$ cat src/rtl/cpu_defs_pkg.sv
// Shared execute-stage definitions: divider FSM states,
// DIV/DIVU aluop codes and the default datapath width.
package cpu_defs_pkg;

  localparam int DIV_WIDTH = 32;

  localparam logic [7:0] ALUOP_DIV  = 8'b0001_1010;
  localparam logic [7:0] ALUOP_DIVU = 8'b0001_1011;

  typedef enum logic [1:0] {
    DIV_FREE    = 2'b00,
    DIV_BY_ZERO = 2'b01,
    DIV_ON      = 2'b10,
    DIV_END     = 2'b11
  } div_state_e;

endpackage

$ cat src/rtl/ex_div_if.sv
// Execute <-> divider bundle: request/operands in,
// {rem,quot} result, ready and stall request out.
interface ex_div_if #(
  parameter int WIDTH = 32
);

  logic               start_i;
  logic               annul_i;
  logic               signed_i;
  logic [WIDTH-1:0]   op1_i;
  logic [WIDTH-1:0]   op2_i;
  logic [2*WIDTH-1:0] result_o;
  logic               ready_o;
  logic               stall_o;

  modport master (
    output start_i, annul_i, signed_i, op1_i, op2_i,
    input  result_o, ready_o, stall_o
  );

  modport slave (
    input  start_i, annul_i, signed_i, op1_i, op2_i,
    output result_o, ready_o, stall_o
  );

endinterface

$ cat src/rtl/ex_div.sv
// Iterative radix-2 restoring divider, one bit per clock.
// Ports: clk, rst (async, high), bus (ex_div_if.slave).
// Signed DIV support only when DIV_SIGNED_EN is defined.
module ex_div
  import cpu_defs_pkg::*;
#(
  parameter int WIDTH = DIV_WIDTH
) (
  input  logic    clk,
  input  logic    rst,
  ex_div_if.slave bus
);

  localparam int CW = $clog2(WIDTH) + 1;

  div_state_e         state_q, state_d;
  logic [CW-1:0]      cnt_q, cnt_d;
  logic [WIDTH-1:0]   dvs_q, dvs_d;
  logic [WIDTH-1:0]   rem_q, rem_d;
  logic [WIDTH-1:0]   quo_q, quo_d;
  logic [2*WIDTH-1:0] result_q, result_d;
  logic               ready_q, ready_d;

  logic [WIDTH-1:0]   abs1, abs2;
  logic [WIDTH:0]     trial;
  logic               ge;
  logic [WIDTH-1:0]   rem_nx, quo_nx;
  logic [WIDTH-1:0]   rem_fix, quo_fix;

  // Dividend bits are shifted out of quo_q's top
  // while quotient bits are shifted in at the bottom.
  assign trial  = {rem_q, quo_q[WIDTH-1]};
  assign ge     = trial >= {1'b0, dvs_q};
  assign rem_nx = ge ? (trial[WIDTH-1:0] - dvs_q)
                     : trial[WIDTH-1:0];
  assign quo_nx = {quo_q[WIDTH-2:0], ge};

`ifdef DIV_SIGNED_EN
  logic neg1_q, neg1_d;
  logic neg2_q, neg2_d;
  logic neg1, neg2;

  assign neg1    = bus.signed_i & bus.op1_i[WIDTH-1];
  assign neg2    = bus.signed_i & bus.op2_i[WIDTH-1];
  assign abs1    = neg1 ? -bus.op1_i : bus.op1_i;
  assign abs2    = neg2 ? -bus.op2_i : bus.op2_i;
  assign quo_fix = (neg1_q ^ neg2_q) ? -quo_nx : quo_nx;
  assign rem_fix = neg1_q ? -rem_nx : rem_nx;

  always_ff @(posedge clk or posedge rst) begin
    if (rst) begin
      neg1_q <= 1'b0;
      neg2_q <= 1'b0;
    end else begin
      neg1_q <= neg1_d;
      neg2_q <= neg2_d;
    end
  end
`else
  logic unused_signed;

  assign unused_signed = bus.signed_i;
  assign abs1    = bus.op1_i;
  assign abs2    = bus.op2_i;
  assign quo_fix = quo_nx;
  assign rem_fix = rem_nx;
`endif

  always_comb begin
    state_d  = state_q;
    cnt_d    = cnt_q;
    dvs_d    = dvs_q;
    rem_d    = rem_q;
    quo_d    = quo_q;
    result_d = result_q;
    ready_d  = ready_q;
`ifdef DIV_SIGNED_EN
    neg1_d   = neg1_q;
    neg2_d   = neg2_q;
`endif
    case (state_q)
      DIV_FREE: begin
        if (bus.start_i && !bus.annul_i) begin
          if (bus.op2_i == '0) begin
            state_d = DIV_BY_ZERO;
          end else begin
            state_d = DIV_ON;
            cnt_d   = '0;
            rem_d   = '0;
            quo_d   = abs1;
            dvs_d   = abs2;
`ifdef DIV_SIGNED_EN
            neg1_d  = neg1;
            neg2_d  = neg2;
`endif
          end
        end
      end
      DIV_BY_ZERO: begin
        state_d  = DIV_END;
        result_d = '0;
        ready_d  = 1'b1;
      end
      DIV_ON: begin
        if (bus.annul_i) begin
          state_d  = DIV_FREE;
          result_d = '0;
          ready_d  = 1'b0;
        end else begin
          rem_d = rem_nx;
          quo_d = quo_nx;
          cnt_d = cnt_q + 1'b1;
          if (cnt_q == CW'(WIDTH - 1)) begin
            state_d  = DIV_END;
            result_d = {rem_fix, quo_fix};
            ready_d  = 1'b1;
          end
        end
      end
      DIV_END: begin
        // Held until the stalled EX stage drops start.
        if (!bus.start_i) begin
          state_d  = DIV_FREE;
          result_d = '0;
          ready_d  = 1'b0;
        end
      end
      default: state_d = DIV_FREE;
    endcase
  end

  always_ff @(posedge clk or posedge rst) begin
    if (rst) begin
      state_q  <= DIV_FREE;
      cnt_q    <= '0;
      dvs_q    <= '0;
      rem_q    <= '0;
      quo_q    <= '0;
      result_q <= '0;
      ready_q  <= 1'b0;
    end else begin
      state_q  <= state_d;
      cnt_q    <= cnt_d;
      dvs_q    <= dvs_d;
      rem_q    <= rem_d;
      quo_q    <= quo_d;
      result_q <= result_d;
      ready_q  <= ready_d;
    end
  end

  assign bus.result_o = result_q;
  assign bus.ready_o  = ready_q;
  assign bus.stall_o  = ((state_q == DIV_FREE) && bus.start_i
                         && !bus.annul_i)
                      || (state_q == DIV_ON)
                      || (state_q == DIV_BY_ZERO);

endmodule

$ cat src/flat_wrapper.sv
// flat-port wrapper written by rule: the top's interface ports become plain ports
module ex_div_flat import cpu_defs_pkg::*;
#(
  parameter int WIDTH = DIV_WIDTH
)
  (clk, rst, bus_start_i, bus_annul_i, bus_signed_i, bus_op1_i, bus_op2_i, bus_result_o, bus_ready_o, bus_stall_o);
  ex_div_if #(.WIDTH(WIDTH)) bus_i ();
  input  logic clk;
  input  logic rst;
  input wire logic [$bits(bus_i.start_i)-1:0] bus_start_i;
  input wire logic [$bits(bus_i.annul_i)-1:0] bus_annul_i;
  input wire logic [$bits(bus_i.signed_i)-1:0] bus_signed_i;
  input wire logic [$bits(bus_i.op1_i)-1:0] bus_op1_i;
  input wire logic [$bits(bus_i.op2_i)-1:0] bus_op2_i;
  output wire logic [$bits(bus_i.result_o)-1:0] bus_result_o;
  output wire logic [$bits(bus_i.ready_o)-1:0] bus_ready_o;
  output wire logic [$bits(bus_i.stall_o)-1:0] bus_stall_o;
  assign bus_i.start_i = bus_start_i;
  assign bus_i.annul_i = bus_annul_i;
  assign bus_i.signed_i = bus_signed_i;
  assign bus_i.op1_i = bus_op1_i;
  assign bus_i.op2_i = bus_op2_i;
  assign bus_result_o = bus_i.result_o;
  assign bus_ready_o = bus_i.ready_o;
  assign bus_stall_o = bus_i.stall_o;
  ex_div #(.WIDTH(WIDTH)) u_core (.clk(clk), .rst(rst), .bus(bus_i));
endmodule
$ cat config.mk
export PLATFORM = sky130hd
export DESIGN_NAME = ex_div_flat
export DESIGN_NICKNAME = d
export VERILOG_FILES = /design/src/rtl/cpu_defs_pkg.sv /design/src/rtl/ex_div_if.sv /design/src/rtl/ex_div.sv /design/src/flat_wrapper.sv
export SDC_FILE = /design/constraint.sdc
export NUM_CORES = 1
export LEC_CHECK = 0
export ABC_AREA = 1
export BUFFER_PORTS_ARGS = -buffer_cell sky130_fd_sc_hd__buf_2
export CAP_MARGIN = 20
export CORE_AREA = 3 3 99 172
export DETAILED_ROUTE_END_ITERATION = 6
export DIE_AREA = 0 0 102 175
export PLACE_DENSITY = 0.85
export SETUP_SLACK_MARGIN = 0.3
export SYNTH_ARGS = -nofsm -noshare
export SYNTH_HDL_FRONTEND = slang
export SYNTH_SLANG_ARGS = --single-unit
$ cat constraint.sdc
create_clock -name clk -period 10.6 [get_ports clk]
set_input_delay 2.12 -clock clk [delete_from_list [all_inputs] [get_ports clk]]
set_output_delay 2.12 -clock clk [all_outputs]
set_load 0.02 [all_outputs]
; ---- Word level (Yosys, flattened, before mapping)
; Cells that the tools add are included.
[op_classes]
add_sub_neg = 2
n_lt_le_gt_ge = 1
n_eq_ne = 9
muxes = 27
n_bitwise = 1
reduce_logical = 14
[op_table]
columns = op, n
row1 = 32-bit 2-to-1 mux, 7
row2 = 64-bit 2-to-1 mux, 3
row3 = 64-bit case mux with 3 select lines, 1
row4 = 32-bit case mux with 2 select lines, 2
row5 = 33-bit by 32-bit greater-or-equal comparator with 1-bit output, 1
row6 = 32-bit logical NOT, 1
row7 = 32-bit subtractor, 1
row8 = 6-bit 2-to-1 mux, 3
row9 = 6-bit case mux with 2 select lines, 1
row10 = 2-bit 2-to-1 mux, 5
row11 = 3-bit AND reduction, 3
row12 = 2-bit case mux with 4 select lines, 1
row13 = "6-bit by 1-bit adder with 6-bit output, second input constant", 1
row14 = "6-bit by 5-bit equality test with 1-bit output, second input constant", 1
row15 = "2-bit != test, second input constant", 3
row16 = "2-bit equality test, second input constant", 2
row17 = 4-bit AND reduction, 1
row18 = 1-bit logical AND, 3
row19 = 1-bit 2-to-1 mux, 3
row20 = "3-bit by 2-bit != test with 1-bit output, second input constant", 1
row21 = 1-bit case mux with 3 select lines, 1
row22 = 3-bit nonzero test, 1
row23 = "2-bit by 1-bit equality test with 1-bit output, second input constant", 1
row24 = 2-bit logical NOT, 1
row25 = 5 further kinds, 6
[word_totals]
reg_bits = 169
in_bits = 69
output_inout_bits = 66
word_cells = 61

; ---- Longest topological paths before layout
[logic_depth]
word_depth = 5
mapped_depth = 16
ltp_nobuf = 15

; ---- Worst setup path before layout
; No wires, ideal clock.
[synth_path]
path_kind = in2out
from = input port bus_start_i
to = output port bus_stall_o
arrival_ns = 2.697
t_required_ns = 8.480
path_slack_ns = 5.783
cell_stages = 4
n_path_buf = 0
cell_sequence = inv_1 > nor2_1 > nor2_1 > a21oi_1
[synth_via]
elab_chain_len = 4
[synth_lines]
columns = item, line_no
row1 = "start, declared", flat_wrapper.sv:10  ; input wire logic [$bits(bus_i.start_i)-1:0] bus_start_i;
row2 = 1-bit logical AND, ex_div.sv:154  ; assign bus.stall_o = ((state_q == DIV_FREE) && bus.start_i
row3 = 1-bit logical AND, ex_div.sv:155  ; && !bus.annul_i)
row4 = 1-bit logical OR, ex_div.sv:156  ; || (state_q == DIV_ON)
row5 = 1-bit logical OR, ex_div.sv:157  ; || (state_q == DIV_BY_ZERO);
row6 = "end, declared", flat_wrapper.sv:17  ; output wire logic [$bits(bus_i.stall_o)-1:0] bus_stall_o;
; No other way between the ends.

; ---- Worst setup path after layout
; Ends and elaborated chain as after synthesis.

==> run metrics <==
status=completed; Syn Inst Count=1,380; MaxCap Viol Count=0; Netlist cell types=35; Cell Area, Synth=0.00983 sq mm; vias in the first global route=9,242; total CTS buffers=17; VDD IR max=0.000307 V; area leader, netlist=dfrtp_1; DR vias=9,093; crit path DAT=2.84 ns; Internal=0.00202 W; die span in y=175 um; Clk Latency, worst-skew pair=0.43 ns; detailed placement HPWL=18,800 um; Total Routing Usage GR=30.7%; 1st-iter DRT viols=398; Worst Reg-to-Reg Cells=12; RSZ-0062 raised after global routing=no; CP startpoint kind=input pin; Final TNS setup=0 ns; hold path start=u_core.bus.result_o[48]; CP Capture Type=output pin; H-tree level count=4; Reg clk slew, reported paths=0.07 ns; layout net count=1,597; Leakage=6.33 nW; Area Overhead vs Synth=13.8%; first-pass GRT wire length=43,400 um; RD Place Congestion=0.933; initial antenna violation count=0; Hold Path Class=flip-flop to flip-flop; Critical Path RT=8.48 ns; hold depth=2; worst hold slack=0.472 ns; number of port buffers=133; Core Box Area=0.0159 sq mm; clock power share=15.2%; Tmin final=4.96 ns; # Post-CTS Setup Buffers=0; Wirelength per Cell=15.6 um; layout cell share with drive strength beyond 1=13.3%; Sw Share=51.7%; Seq cells post-synth=169; num rows=61; # setup viols final=0; synth warn=0; n_diodes=0; Logic pwr share=59.4%; ranking of synthesized cells by area=dfrtp_1 43%, nand2_1 20%, nand3_1 7.8%, inv_1 7.1%, ha_1 4.2%; final wirelength=26,400 um; Syn Nets=1,483; clk sinks=169; largest net degree at the start of global routing=86; Starting Density=61.9%; TritonCTS clock tree=done; Final ANT Viol Nets=0; vias per cell=5.36; switching power=0.00216 W; Slew Viols, Final=0; crit share post-route=46.8%; Post-Syn Area per Cell=7.12 sq um; DR DRC count=0; I/O pin total=135; CP Max Fanout=3; Reg2Reg Launch Point=u_core.rem_q[26]; cts hold-fix bufs=0; Final Hold Fails=0; die span in x=102 um; Seq pwr share=25.4%; Slew headroom=33.5%; drt first pass iters=7; pwr dens=374 mW/mm^2; # resized after CTS=0; maximum clock rate=202 MHz; skew final=0.0167 ns; Clock Path Buffers=2; critical path launch point=bus_start_i; register area share after synthesis=43.0%; share of the synthesized area in the top cell type=43.0%; Root Driver=clkbuf_16; Least-Margin Pin Slew=0.995 ns; grt total ovfl=0; die area=0.0179 sq mm; WS Path Type=input pin to output pin
==> kinds of logic (layout without fill, tap and decap cells) <==
group / Yosys count / in the layout / synth area share, %
simple gates: 803 / 803 / 35.0
buf+inv: 239 / 366 / 9.95
flops: 169 / 169 / 43.0
compound gates: 119 / 119 / 6.16
fa+ha+maj: 34 / 34 / 4.40
xor+xnor: 15 / 15 / 1.34
mux: 1 / 1 / 0.102
==> cell usage in the layout (no fill, tap or decap), drive strengths merged, types with 16 or more instances in the layout <==
| cell | instances |
|---|---|
| a21oi | 24 |
| buf | 141 |
| clkbuf | 18 |
| dfrtp | 169 |
| ha | 33 |
| inv | 200 |
| nand2 | 534 |
| nand3 | 162 |
| nand3b | 16 |
| nor2 | 56 |
| o21ai | 91 |
==> layer usage <==
metal | wire length [um] | GRT usage, % | up-vias
met5 | 0 | 0 | -
met4 | 1200 | 15.7 | 0
met3 | 1080 | 4.35 | 79
met2 | 13800 | 54.2 | 257
met1 | 10300 | 35.3 | 4207
li1 | - | - | 4550
==> power by group through the flow <==
stage	sequential [W]	clock [W]	combinational, W
after floorplan	0.00115	0	0.00177
after global placement	0.00106	0	0.00240
after detailed placement	0.00106	0	0.00245
after CTS	0.00106	0.000643	0.00247
after global routing	0.00109	0.000672	0.00279
final	0.00106	0.000637	0.00248
==> final timing paths <==
check	endpoint	slack, ns
hold / removal	u_core.bus.result_o[48]	0.47
min in group asynchronous	u_core.quo_q[26]	1.83
setup / recovery	bus_stall_o	5.64
max in group asynchronous	u_core.cnt_q[1]	7.49
hold reg to reg	u_core.bus.result_o[48]	0.47
setup reg to reg	u_core.bus.result_o[63]	7.33
==> cell type report <==
type,instances,area [sq um]
fillers,1373,4690
inverters,193,729
well taps,189,236
clock buffers,18,429
repair buffers,141,758
flip-flops and latches,169,4230
multi-input cells,972,4620
clock inverters,14,178
==> cell usage after synthesis <==
cell type / instances
xor2_1: 2
nand3_2: 8
and2_1: 6
nor4_1: 4
nor3_1: 10
buf_6: 3
nand4_1: 11
nand3_1: 154
mux2i_1: 1
inv_1: 187
nor2_2: 1
buf_4: 10
a21o_1: 2
nand2_4: 1
o21ai_1: 58
o21ai_0: 33
nand2_1: 528
xnor2_1: 13
nor2_1: 52
ha_1: 33
nand2_2: 5
a21oi_1: 24
buf_2: 17
inv_2: 6
nand3b_1: 16
or2_2: 1
nor3_2: 2
o21bai_1: 1
clkbuf_1: 10
fa_1: 1
dfrtp_1: 169
nor2_4: 3
buf_1: 6
a22oi_1: 1
and3_1: 1
==> sequential cells by signal, indices dropped and copies added, names as in the netlist <==
name                 flops
u_core.bus.result_o     64
u_core.dvs_q            32
u_core.quo_q            32
u_core.rem_q            32
u_core.cnt_q             6
u_core.state_q           2
u_core.bus.ready_o       1
==> worst max-delay path: stages <==
cell,delay [ns]
buf_2,0.08
inv_1,0.04
nor2_1,0.15
nor2_1,0.09
a21oi_1,0.16
buf_2,0.19
==> stage by stage <==
stage	area, sq um	total power (W)	std cells	setup slack [ns]	utilization [%]
2_1_floorplan	9830	0.00292	1380	3.90	-
3_3_place_gp	10500	0.00345	1662	5.66	66.3
3_5_place_dp	10500	0.00351	1662	5.64	66.3
4_1_cts	11100	0.00417	1694	5.64	70.2
5_1_grt	11200	0.00455	1696	5.55	70.5
6_report	11200	0.00418	1696	5.64	70.5
Note: power is estimated with default switching activity, not from simulation.
